**src/rtl/event_packetizer.sv**
```systemverilog
// Event packetizer: turns a one-hot channel grant into {ch_idx, ts, data} packets held in a FWFT FIFO.
// Optional EVENT_PKT_PARITY_EN prepends an even-parity MSB computed at capture.
module event_packetizer #(
  parameter int unsigned N_CH  = 16,
  parameter int unsigned DW    = 8,
  parameter int unsigned TS_W  = 12,
  parameter int unsigned DEPTH = 4,
  localparam int unsigned CW   = $clog2(N_CH),
  localparam int unsigned LW   = $clog2(DEPTH) + 1,
`ifdef EVENT_PKT_PARITY_EN
  localparam int unsigned PAR_W = 1,
`else
  localparam int unsigned PAR_W = 0,
`endif
  localparam int unsigned PKT_W = CW + TS_W + DW + PAR_W
) (
  input  logic                 clk_i,
  input  logic                 rst_i,
  input  logic                 en_i,
  input  logic [N_CH-1:0]      ch_sel_i,
  input  logic [N_CH*DW-1:0]   ch_data_i,
  output logic                 pkt_valid_o,
  input  logic                 pkt_ready_i,
  output logic [PKT_W-1:0]     pkt_data_o,
  output logic [LW-1:0]        level_o,
  output logic                 overflow_o,
  output logic                 onehot_err_o,
  input  logic                 clr_err_i
);

  localparam int unsigned AW    = $clog2(DEPTH);
  localparam int unsigned RAW_W = CW + TS_W + DW;

  logic [TS_W-1:0]  ts_q, ts_d;
  logic [AW-1:0]    wr_ptr_q, wr_ptr_d, rd_ptr_q, rd_ptr_d;
  logic [LW-1:0]    count_q, count_d;
  logic             overflow_q, overflow_d;
  logic             onehot_err_q, onehot_err_d;
  logic [PKT_W-1:0] mem_q [DEPTH];

  logic [CW-1:0]    idx_c;
  logic [DW-1:0]    sample_c;
  logic [RAW_W-1:0] raw_c;
  logic [PKT_W-1:0] pkt_c;
  logic             push_req_c, multi_c, full_c, pop_c, push_ok_c;

  // Lowest set bit of the grant wins
  always_comb begin
    idx_c = '0;
    for (int i = N_CH - 1; i >= 0; i--) begin
      if (ch_sel_i[i]) idx_c = CW'(i);
    end
  end

  assign sample_c   = ch_data_i[idx_c*DW +: DW];
  assign raw_c      = {idx_c, ts_q, sample_c};
`ifdef EVENT_PKT_PARITY_EN
  assign pkt_c      = {^raw_c, raw_c};
`else
  assign pkt_c      = raw_c;
`endif

  assign push_req_c = en_i && (ch_sel_i != '0);
  assign multi_c    = |(ch_sel_i & (ch_sel_i - N_CH'(1)));
  assign full_c     = (count_q == LW'(DEPTH));
  assign pop_c      = (count_q != '0) && pkt_ready_i;
  // A full FIFO still accepts a push when the head leaves in the same cycle
  assign push_ok_c  = push_req_c && (!full_c || pop_c);

  always_comb begin
    ts_d         = ts_q;
    wr_ptr_d     = wr_ptr_q;
    rd_ptr_d     = rd_ptr_q;
    count_d      = count_q + LW'(push_ok_c) - LW'(pop_c);
    overflow_d   = overflow_q && !clr_err_i;
    onehot_err_d = onehot_err_q && !clr_err_i;
    if (en_i)      ts_d     = ts_q + TS_W'(1);
    if (push_ok_c) wr_ptr_d = wr_ptr_q + AW'(1);
    if (pop_c)     rd_ptr_d = rd_ptr_q + AW'(1);
    if (push_req_c && !push_ok_c) overflow_d   = 1'b1;
    if (en_i && multi_c)          onehot_err_d = 1'b1;
  end

  always_ff @(posedge clk_i or posedge rst_i) begin
    if (rst_i) begin
      ts_q         <= '0;
      wr_ptr_q     <= '0;
      rd_ptr_q     <= '0;
      count_q      <= '0;
      overflow_q   <= 1'b0;
      onehot_err_q <= 1'b0;
    end else begin
      ts_q         <= ts_d;
      wr_ptr_q     <= wr_ptr_d;
      rd_ptr_q     <= rd_ptr_d;
      count_q      <= count_d;
      overflow_q   <= overflow_d;
      onehot_err_q <= onehot_err_d;
    end
  end

  // Storage needs no reset: the head is masked whenever the FIFO is empty
  always_ff @(posedge clk_i) begin
    if (push_ok_c) mem_q[wr_ptr_q] <= pkt_c;
  end

  assign pkt_valid_o  = (count_q != '0);
  assign pkt_data_o   = pkt_valid_o ? mem_q[rd_ptr_q] : '0;
  assign level_o      = count_q;
  assign overflow_o   = overflow_q;
  assign onehot_err_o = onehot_err_q;

endmodule

```
**config.mk**
```make
export PLATFORM = sky130hd
export DESIGN_NAME = event_packetizer
export DESIGN_NICKNAME = d
export VERILOG_FILES = /design/src/rtl/event_packetizer.sv
export SDC_FILE = /design/constraint.sdc
export NUM_CORES = 1
export LEC_CHECK = 0
export CAP_MARGIN = 0
export CORE_UTILIZATION = 48
export DETAILED_ROUTE_END_ITERATION = 7
export GPL_TIMING_DRIVEN = 0
export PLACE_DENSITY = 0.86
export SLEW_MARGIN = 20
export SYNTH_ARGS = -nofsm -noshare
export SYNTH_HDL_FRONTEND = slang
export SYNTH_SLANG_ARGS = --single-unit
```
**constraint.sdc**
```tcl
create_clock -name clk_i -period 3.8 [get_ports clk_i]
set_input_delay 0.57 -clock clk_i [delete_from_list [all_inputs] [get_ports clk_i]]
set_output_delay 0.57 -clock clk_i [all_outputs]
set_load 0.02 [all_outputs]
```
==> results.py, run 1 <==
metrics = {
    "power": {
        "p_seq_frac": 0.352,
        "p_comb_frac": 0.378,
        "powerDensity_mw_per_mm2": 643.4,
        "clockPowerShare": 0.270,
        "p_leak_uw": 0.003069,
        "ir_drop_uv": 427.7,
        "switching_share": 0.3194,
        "switchingPower_uw": 1791,
        "internal_power_uw": 3816,
    },
    "routing": {
        "wl_per_cell_um": 20.65,
        "vias": 4861,
        "firstDrtPassIters": 5,
        "ant_nets": 0,
        "drc": 0,
        "routed_wl_um": 17210,
        "drt_iter0_drc": 293,
        "routed_via_density": 5.836,
    },
    "setup_path": {
        "r2r_end": "level_o[2]",
        "rr_startpoint": "level_o[1]",
        "worstPathRequired_ps": 3870,
        "slowest_stage": "a2111oi_1",
        "path_max_fanout": 10,
        "reg2reg_slack_ps": 870,
        "critical_path_class": "in -> reg",
        "worst-path-buf-inv": 3,
        "worstPathArrival_ps": 3680,
        "cp_common_cell": "nor2_1",
        "reg2regPathDepth": 11,
        "start_kind": "primary input",
        "path_delay_family": "compound AO/OA/AOI/OAI gates",
        "critPathCaptureType": "flop",
        "crit_path_max_incr_delay_ps": 890,
        "crit_chain": "clkdlybuf4s50_1, nor3_1, o211a_1, nor2_1, inv_2, clkbuf_1, nor2_1, a32o_1, a2111oi_1",
    },
    "final_layout": {
        "multi_input_area_mm2": 0.002581,
        "finalInstanceArea_mm2": 0.008713,
        "fillerInstances": 832,
        "fin_nets": 809,
        "seqCellArea_mm2": 0.003408,
        "synthToLayoutAreaGrowth_pct": 41.72,
        "diodes": 0,
        "drive_gt1_frac": 0.1504,
    },
    "timing": {
        "finalHoldViolCount": 0,
        "fmax_mhz": 277.1,
        "relSlewSlack": 0.3362,
        "setup_viol": 0,
        "skew_ps": 7.114,
        "fin_crit_ps": 3609,
        "tightest_slew_ps": 993.2,
        "rsz0062_at_grt": "false",
        "hold_slack_ps": 507.7,
        "slew_viol_final": 0,
        "tns_ps": 0,
        "period_share": 0.9497,
    },
    "die": {
        "rows": 40,
        "boundaryPins": 179,
        "die_area_mm2": 0.01327,
        "fp.dieW_um": 115.2,
        "start_util": 0.5014,
        "die-height_um": 115.2,
        "coreArea_mm2": 0.01226,
    },
    "placement": {
        "place_area_mm2": 0.008095,
        "gp_congestion": 0.8970,
        "port_buffers": 173,
        "dp_hpwl_um": 12540,
    },
    "synth": {
        "synth_warnings": 0,
        "synth_fp_nets": 618,
        "async_reset_ff_frac": 0.1795,
        "synthCells": 461,
        "syn_area_mm2": 0.006148,
        "ys.flop_type": "edfxtp_1",
        "ys_seq_area_frac": 0.5543,
        "synth-seq-cells": 117,
        "synth_edf_count": 96,
        "synth.distinct_cells": 62,
        "syn_avg_cell_area_um2": 13.34,
    },
    "clocking": {
        "cts_buffers": 17,
        "clkSinkCount": 117,
        "cts_buffer_depth": 2,
        "cts_tree": "yes",
        "cts-root-buf": "clkbuf_16",
        "cts_max_level": 4,
        "cts_setup_buffers": 0,
        "clkSlewWorstSetupHoldPaths_ps": 60,
        "insertion_delay_ps": 410,
        "ctsHoldBuffers": 0,
    },
    "hold_path": {
        "worst_hold_path_type": "reg -> reg",
        "min_path_cells": 1,
        "min_to": "onehot_err_o",
        "worstHoldStart": "onehot_err_o",
    },
    "grt": {
        "overflow": 0,
        "antenna_found_initial": 0,
        "grt_pass1_vias": 5069,
        "grt_pass1_wl_um": 26490,
        "grt_use_total": 0.2754,
        "grt_max_degree": 25,
    },
    "flow_run": {
        "drv_cap": 0,
    },
    "status": {
        "run_status": "finished, final reports clean",
    },
}
power groups by stage:
stage	clock, uW	sequential [uW]	combinational (uW)
6_report	1510	1970	2120
5_1_grt	1580	2000	2270
4_1_cts	1520	1950	2170
3_5_place_dp	0	1970	2130
3_3_place_gp	0	1930	2060
2_1_floorplan	0	1920	1230
synth_stat cells, types with 5 or more instances:
cell / count / area share
mux2i_1: 30 / 0.049
edfxtp_1: 96 / 0.47
mux4_2: 24 / 0.088
and2_1: 31 / 0.032
dfrtp_1: 21 / 0.085
mux2_2: 14 / 0.026
o22ai_1: 5 / 0.0051
nor3_1: 16 / 0.013
nand2_1: 30 / 0.018
xnor2_1: 12 / 0.017
o21ai_0: 8 / 0.0065
ha_1: 7 / 0.014
nor2_1: 23 / 0.014
nor4_1: 5 / 0.0051
o32ai_1: 5 / 0.0071
nand4_1: 7 / 0.0071
a21oi_1: 9 / 0.0073
nand3_1: 10 / 0.0081
clkbuf_1: 13 / 0.0079
a32o_1: 6 / 0.0098
inv_1: 13 / 0.0079
cells in the final DEF, fill, tap and decap left out, types with 9 or more instances in the layout:
cell / n
clkdlybuf4s50_1: 173
edfxtp_1: 96
nand2_1: 30
mux2i_1: 30
and2_1: 27
mux4_2: 24
nor2_1: 23
dfrtp_1: 21
clkbuf_16: 17
nor3_1: 16
mux2_2: 14
clkbuf_1: 13
inv_1: 13
xnor2_1: 12
nand3_1: 10
a21oi_1: 9
worst register-to-register path, cell delays in order, from the launching register on:
cell	delay (ps)
dfrtp_1	450
or4b_2	710
nor2b_1	160
clkbuf_1	190
inv_1	120
ha_1	250
inv_1	80
ha_1	140
inv_1	50
fa_1	380
xnor2_1	190
xnor2_1	140
worst max path at each step:
stage	startpoint	to	slack (ps)	depth (start not counted)
after CTS	rd_ptr_q[0]	pkt_data_o[20]	70	5
after floorplan	ch_sel_i[13]	level_o[2]	650	14
after detailed placement	ch_sel_i[4]	mem_q[3][7]	-300	9
after global placement	ch_sel_i[4]	mem_q[0][7]	-190	9
final	ch_sel_i[4]	mem_q[1][2]	190	9
after global routing	ch_sel_i[13]	level_o[2]	70	15
through the flow:
stage	std cells	total power [uW]	util	setup slack (ps)
finish	833	5606	0.7106	191.1
global route	833	5850	0.7106	74.23
CTS	834	5640	0.7077	73.87
detailed placement	802	4099	0.6602	-301.4
global placement	802	3992	0.6598	-190.0
floorplan	461	3155	-	650.6
state kept, by name (all words and copies together), names as in the netlist:
register,cells
level_o,3
mem_q,96
onehot_err_o,1
overflow_o,1
rd_ptr_q,2
ts_q,12
wr_ptr_q,2
metal layers:
metal,part of all wire,vias to the layer above,GRT usage,routed length [um]
met2,0.55,235,0.5169,9406
met5,0,-,0,0
met3,0.067,31,0.07169,1156
met1,0.37,2420,0.3068,6323
met4,0.018,0,0.07706,318
li1,-,2175,-,-
cell type report:
cell class | instances | area share
Timing Repair Buffer | 173 | 0.1987
Inverter | 15 | 0.006749
Multi-Input combinational cell | 303 | 0.2962
Clock inverter | 14 | 0.01580
Tap cell | 168 | 0.02412
Clock buffer | 18 | 0.04925
Buffer | 25 | 0.01795
Sequential cell | 117 | 0.3912
kinds of logic after synthesis:
group,count (synthesis),synth area share
simple gates,140,0.1195
compound gates,67,0.08364
buf+inv,41,0.03317
xor+xnor,16,0.02279
fa+ha+maj,11,0.02238
flops,117,0.5543
mux,69,0.1642
timing repair:
action / 4_1_cts / 5_1_grt
resized for setup: 4 / 7
endpoints found under the setup margin: 18 / 14
gates cloned: 0 / 0
Note: power is estimated with default switching activity, not from simulation.
==> inputs of run 2 (changes only) <==
--- a/config.mk
+++ b/config.mk
@@ -10,6 +10,7 @@
 export DETAILED_ROUTE_END_ITERATION = 7
 export GPL_TIMING_DRIVEN = 0
 export PLACE_DENSITY = 0.86
+export REMOVE_ABC_BUFFERS = 1
 export SLEW_MARGIN = 20
 export SYNTH_ARGS = -nofsm -noshare
 export SYNTH_HDL_FRONTEND = slang
==> run 2 against run 1 <==
  * Sequential cell count did not move
  * Global-route usage fell by 0.62 points
  * Highest routed layer unchanged
  * Largest cell class unchanged
  * Register-to-register slack improved by 110 ps
  * Cell count fell by 2.2%
  * Sequential power rose by 3%
  * Cell area fell by 1.1%
  * Critical path type unchanged
==> results.py, run 2 (same netlist as run 1, synthesis figures left out) <==
metrics = {
    "timing": {
        "finalHoldViolCount": 0,
        "hold_slack_ps": 507.7,
        "fin_crit_ps": 3660,
        "tns_ps": 0,
        "rsz0062_at_grt": "true",
        "setup_slack_ps": 140.2,
        "skew_ps": 7.049,
        "fmax_mhz": 273.2,
        "setup_viol": 0,
        "relSlewSlack": 0.3620,
        "slew_viol_final": 0,
        "period_share": 0.9631,
        "tightest_slew_ps": 952.8,
    },
    "final_layout": {
        "final_cell_mix": "178 x clkdlybuf4s50_1, 96 x edfxtp_1, 30 x nand2_1, 30 x mux2i_1, 27 x and2_1",
        "diodes": 0,
        "final_core_util": 0.7027,
        "regMostFlops": "mem_q",
        "fillerInstances": 835,
        "final_common_cell": "clkdlybuf4s50_1",
        "largest_reg_flops": 96,
        "drive_gt1_frac": 0.1437,
        "fin_nets": 791,
        "synthToLayoutAreaGrowth_pct": 40.13,
        "instances_no_fill": 815,
    },
    "routing": {
        "routed_via_density": 5.760,
        "drc": 0,
        "wl_per_cell_um": 20.52,
        "vias": 4694,
        "drt_iter0_drc": 408,
        "routed_wl_um": 16730,
        "firstDrtPassIters": 5,
        "ant_nets": 0,
    },
    "grt": {
        "grt_pass1_vias": 4797,
        "overflow": 0,
        "grt_use_total": 0.2692,
        "grt_max_degree": 41,
        "antenna_found_initial": 0,
        "grt_pass1_wl_um": 25820,
    },
    "setup_path": {
        "reg2regPathDepth": 9,
        "r2r_end": "level_o[2]",
        "path_delay_family": "compound AO/OA/AOI/OAI gates",
        "worst-path-buf-inv": 2,
        "crit_path_max_incr_delay_ps": 670,
        "critical_path_class": "in -> reg",
        "slowest_stage": "a2111oi_1",
        "worstPathRequired_ps": 3920,
        "reg2reg_slack_ps": 980,
        "rr_startpoint": "level_o[1]",
        "worstPathArrival_ps": 3780,
        "start_kind": "primary input",
        "critPathCaptureType": "flop",
        "path_max_fanout": 32,
        "worst-path-stages": 8,
        "crit_chain": "clkdlybuf4s50_1, nor3_1, o211a_1, nor2_4, inv_2, nor2_1, a32o_1, a2111oi_1",
    },
    "hold_path": {
        "worstHoldStart": "overflow_o",
        "min_to": "overflow_o",
        "worst_hold_path_type": "reg -> reg",
        "min_path_cells": 1,
    },
    "clocking": {
        "cts_buffers": 17,
        "cts_buffer_depth": 2,
        "ctsHoldBuffers": 0,
        "clkSinkCount": 117,
        "cts_max_level": 4,
        "cts-root-buf": "clkbuf_16",
        "insertion_delay_ps": 410,
        "cts_tree": "yes",
        "clkSlewWorstSetupHoldPaths_ps": 60,
    },
    "die": {
        "rows": 40,
        "boundaryPins": 179,
        "die-height_um": 115.2,
        "fp.dieW_um": 115.2,
        "coreArea_mm2": 0.01226,
        "die_area_mm2": 0.01327,
        "start_util": 0.5014,
    },
    "placement": {
        "dpl.cell_count": 782,
        "port_buffers": 178,
        "gp_congestion": 0.8513,
        "dp_slack_ps": -472.5,
        "dp_hpwl_um": 11550,
    },
    "flow_run": {
        "drv_cap": 0,
    },
    "power": {
        "powerDensity_mw_per_mm2": 637.5,
        "p_leak_uw": 0.003014,
        "ir_drop_uv": 427.3,
    },
    "status": {
        "run_status": "finished, final reports clean",
    },
}
[run 2: worst max path at each step]
stage	start	to
6_report	ch_sel_i[4]	mem_q[1][7]
3_3_place_gp	ch_sel_i[9]	mem_q[0][6]
5_1_grt	ch_sel_i[0]	mem_q[0][7]
4_1_cts	ch_sel_i[1]	mem_q[1][6]
3_5_place_dp	ch_sel_i[9]	mem_q[0][6]
2_1_floorplan	ch_sel_i[15]	mem_q[0][6]
[run 2: layer usage]
metal | share of wire | global-route usage
met1 | 0.41 | 0.3428
met2 | 0.50 | 0.4466
met3 | 0.058 | 0.05851
met4 | 0.032 | 0.1160
met5 | 0 | 0
[run 2: through the flow]
| stage | total power [uW] | area (um2) |
|---|---|---|
| CTS | 5535 | 8588 |
| detailed placement | 4048 | 8029 |
| global placement | 3966 | 7995 |
| floorplan | 3115 | 6003 |
| finish | 5493 | 8616 |
| global route | 5757 | 8616 |
[run 2: timing repair]
item	4_1_cts	5_1_grt
gates cloned	1	0
gates resized for setup	0	4
setup buffers	0	0
pin swaps	1	0
endpoints found under the setup margin	4	14
[run 2: layout make-up]
class / count / area (um2) / share of cell area
Timing Repair Buffer: 179 / 1802 / 0.2091
Clock buffer: 18 / 429.2 / 0.04981
Clock inverter: 14 / 123.9 / 0.01438
Multi-Input combinational cell: 304 / 2581 / 0.2996
Sequential cell: 117 / 3411 / 0.3959
Inverter: 15 / 58.81 / 0.006825
Tap cell: 168 / 210.2 / 0.02440
[run 2: power by group]
group	total [uW]	internal (uW)	switching (uW)
registers	2020	1780	239
logic	2020	1070	944
clock network	1460	850	610
total	5490	3700	1790
==> inputs of run 3 (changes only) <==
--- a/config.mk
+++ b/config.mk
@@ -6,9 +6,10 @@
 export NUM_CORES = 1
 export LEC_CHECK = 0
 export CAP_MARGIN = 0
+export CORE_MARGIN = 5
 export CORE_UTILIZATION = 48
 export DETAILED_ROUTE_END_ITERATION = 7
-export GPL_TIMING_DRIVEN = 0
+export GPL_TIMING_DRIVEN = 1
 export PLACE_DENSITY = 0.86
 export REMOVE_ABC_BUFFERS = 1
 export SLEW_MARGIN = 20
==> run 3 against run 2 <==
  * Clock skew increased by 1.3 ps
  * Setup slack improved by 320 ps
  * Critical endpoint is now level_o[2]
  * Via count increased by 2.9%
  * Clock power increased by 9.6%
  * Core utilization decreased by 0.13 points
  * Largest cell class unchanged
  * Hold slack got worse by 4.7 ps
  * Cell count increased by 3.3%
  * Sequential cell count unchanged
  * Clock-buffer cell count unchanged
  * Sequential share of layout area decreased by 0.92 points
  * Register-to-register slack got worse by 30 ps
  * Highest routed layer unchanged
  * Global-route usage decreased by 2.0 points
==> results.py, run 3 (same netlist as run 1, synthesis figures left out) <==
metrics = {
    "placement": {
        "dp_hpwl_um": 13240,
        "gp_congestion": 0.9050,
        "port_buffers": 178,
    },
    "setup_path": {
        "critical_path_class": "in -> reg",
        "worstPathArrival_ps": 3660,
        "start_kind": "primary input",
        "critPathCaptureType": "flop",
        "worstPathRequired_ps": 4120,
        "path_max_fanout": 6,
    },
    "routing": {
        "firstDrtPassIters": 7,
        "drc": 0,
        "routed_wl_um": 17920,
        "wl_per_cell_um": 21.29,
        "routed_via_density": 5.736,
        "vias": 4830,
        "ant_nets": 0,
        "drt_iter0_drc": 392,
    },
    "final_layout": {
        "diodes": 0,
        "largest_reg_flops": 96,
        "synthToLayoutAreaGrowth_pct": 43.37,
        "final_cell_mix": "178 x clkdlybuf4s50_1, 96 x edfxtp_1, 31 x and2_1, 30 x nand2_1, 30 x mux2i_1",
        "drive_gt1_frac": 0.1597,
        "final_core_util": 0.7013,
        "regMostFlops": "mem_q",
        "final_common_cell": "clkdlybuf4s50_1",
        "fin_nets": 814,
    },
    "clocking": {
        "cts_resized": 0,
        "cts_setup_buffers": 0,
        "cts_buffers": 17,
        "ctsHoldBuffers": 0,
        "cts_max_level": 4,
        "clkSinkCount": 117,
        "clkSlewWorstSetupHoldPaths_ps": 50,
        "cts-root-buf": "clkbuf_16",
        "cts_tree": "yes",
        "cts_buffer_depth": 2,
        "insertion_delay_ps": 400,
    },
    "die": {
        "die_area_mm2": 0.01517,
        "fp.dieW_um": 123.2,
        "coreArea_mm2": 0.01257,
        "start_util": 0.4892,
        "die-height_um": 123.2,
        "rows": 41,
        "boundaryPins": 179,
    },
    "hold_path": {
        "worst_hold_path_type": "reg -> reg",
    },
    "timing": {
        "slew_viol_final": 0,
        "rsz0062_at_grt": "false",
        "fin_crit_ps": 3335,
        "period_share": 0.8777,
        "tightest_slew_ps": 1098,
        "fmax_mhz": 299.8,
        "tns_ps": 0,
        "relSlewSlack": 0.2647,
        "skew_ps": 8.340,
        "setup_viol": 0,
        "finalHoldViolCount": 0,
    },
    "power": {
        "ir_drop_uv": 491.9,
        "p_comb_frac": 0.372,
        "powerDensity_mw_per_mm2": 643.3,
        "p_seq_frac": 0.346,
        "p_leak_uw": 0.003161,
        "switching_share": 0.3121,
        "internal_power_uw": 3901,
        "switchingPower_uw": 1770,
        "clockPowerShare": 0.282,
    },
    "grt": {
        "grt_use_total": 0.2496,
        "grt_pass1_vias": 5129,
        "grt_max_degree": 29,
        "overflow": 0,
        "grt_pass1_wl_um": 28120,
        "antenna_found_initial": 0,
    },
    "status": {
        "run_status": "finished, final reports clean",
    },
    "flow_run": {
        "drv_cap": 0,
    },
}
[run 3: cell type report]
cell class	instances	area, um2
fillers	875	3754
flip-flops and latches	117	3408
multi-input cells	303	2545
repair buffers	203	1982
clock buffers	18	429.2
well taps	172	215.2
clock inverters	14	176.4
inverters	15	58.81
[run 3: final timing paths]
check | start | cells after the start | to | slack (ps)
min reg2reg | overflow_o | 1 | overflow_o | 500
max | ch_sel_i[15] | 14 | level_o[2] | 460
max reg2reg | level_o[1] | 9 | level_o[2] | 950
max in group asynchronous | rst_i | 2 | ts_q[6] | 2590
min in group asynchronous | rst_i | 2 | level_o[0] | 670
min | overflow_o | 1 | overflow_o | 500
[run 3: metrics by stage]
stage	area, um2	power (uW)	setup WS (ps)	instances	hold slack [ps]
2_1_floorplan	6003	3115	-75.20	435	489.3
3_3_place_gp	8203	4009	169.8	810	477.0
3_5_place_dp	8203	4101	-77.51	810	475.2
4_1_cts	8808	5729	344.5	842	502.0
5_1_grt	8815	5966	91.71	842	534.5
6_report	8815	5670	464.6	842	503.1
[run 3: worst max-delay path, stage by stage]
cell	delay [ps]
clkdlybuf4s50_1	490
or4_1	610
nor4_2	290
inv_1	70
o21ai_0	280
nor2b_1	120
inv_1	70
ha_1	230
inv_1	60
ha_1	130
inv_1	50
fa_1	370
xnor2_1	190
xnor2_1	140
[run 3: per-layer routing]
layer	GRT usage	share of wire	vias up
li1	-	-	2188
met1	0.3082	0.38	2407
met2	0.4363	0.53	201
met3	0.05764	0.064	34
met4	0.07682	0.023	0
met5	0	0	-
[run 3: power by group through the flow]
stage	Combinational, uW	Clock [uW]	Sequential (uW)
final	2110	1600	1960
after global routing	2280	1690	1990
after CTS	2140	1620	1960
after detailed placement	2130	0	1970
after global placement	2080	0	1930
after floorplan	1100	0	2020
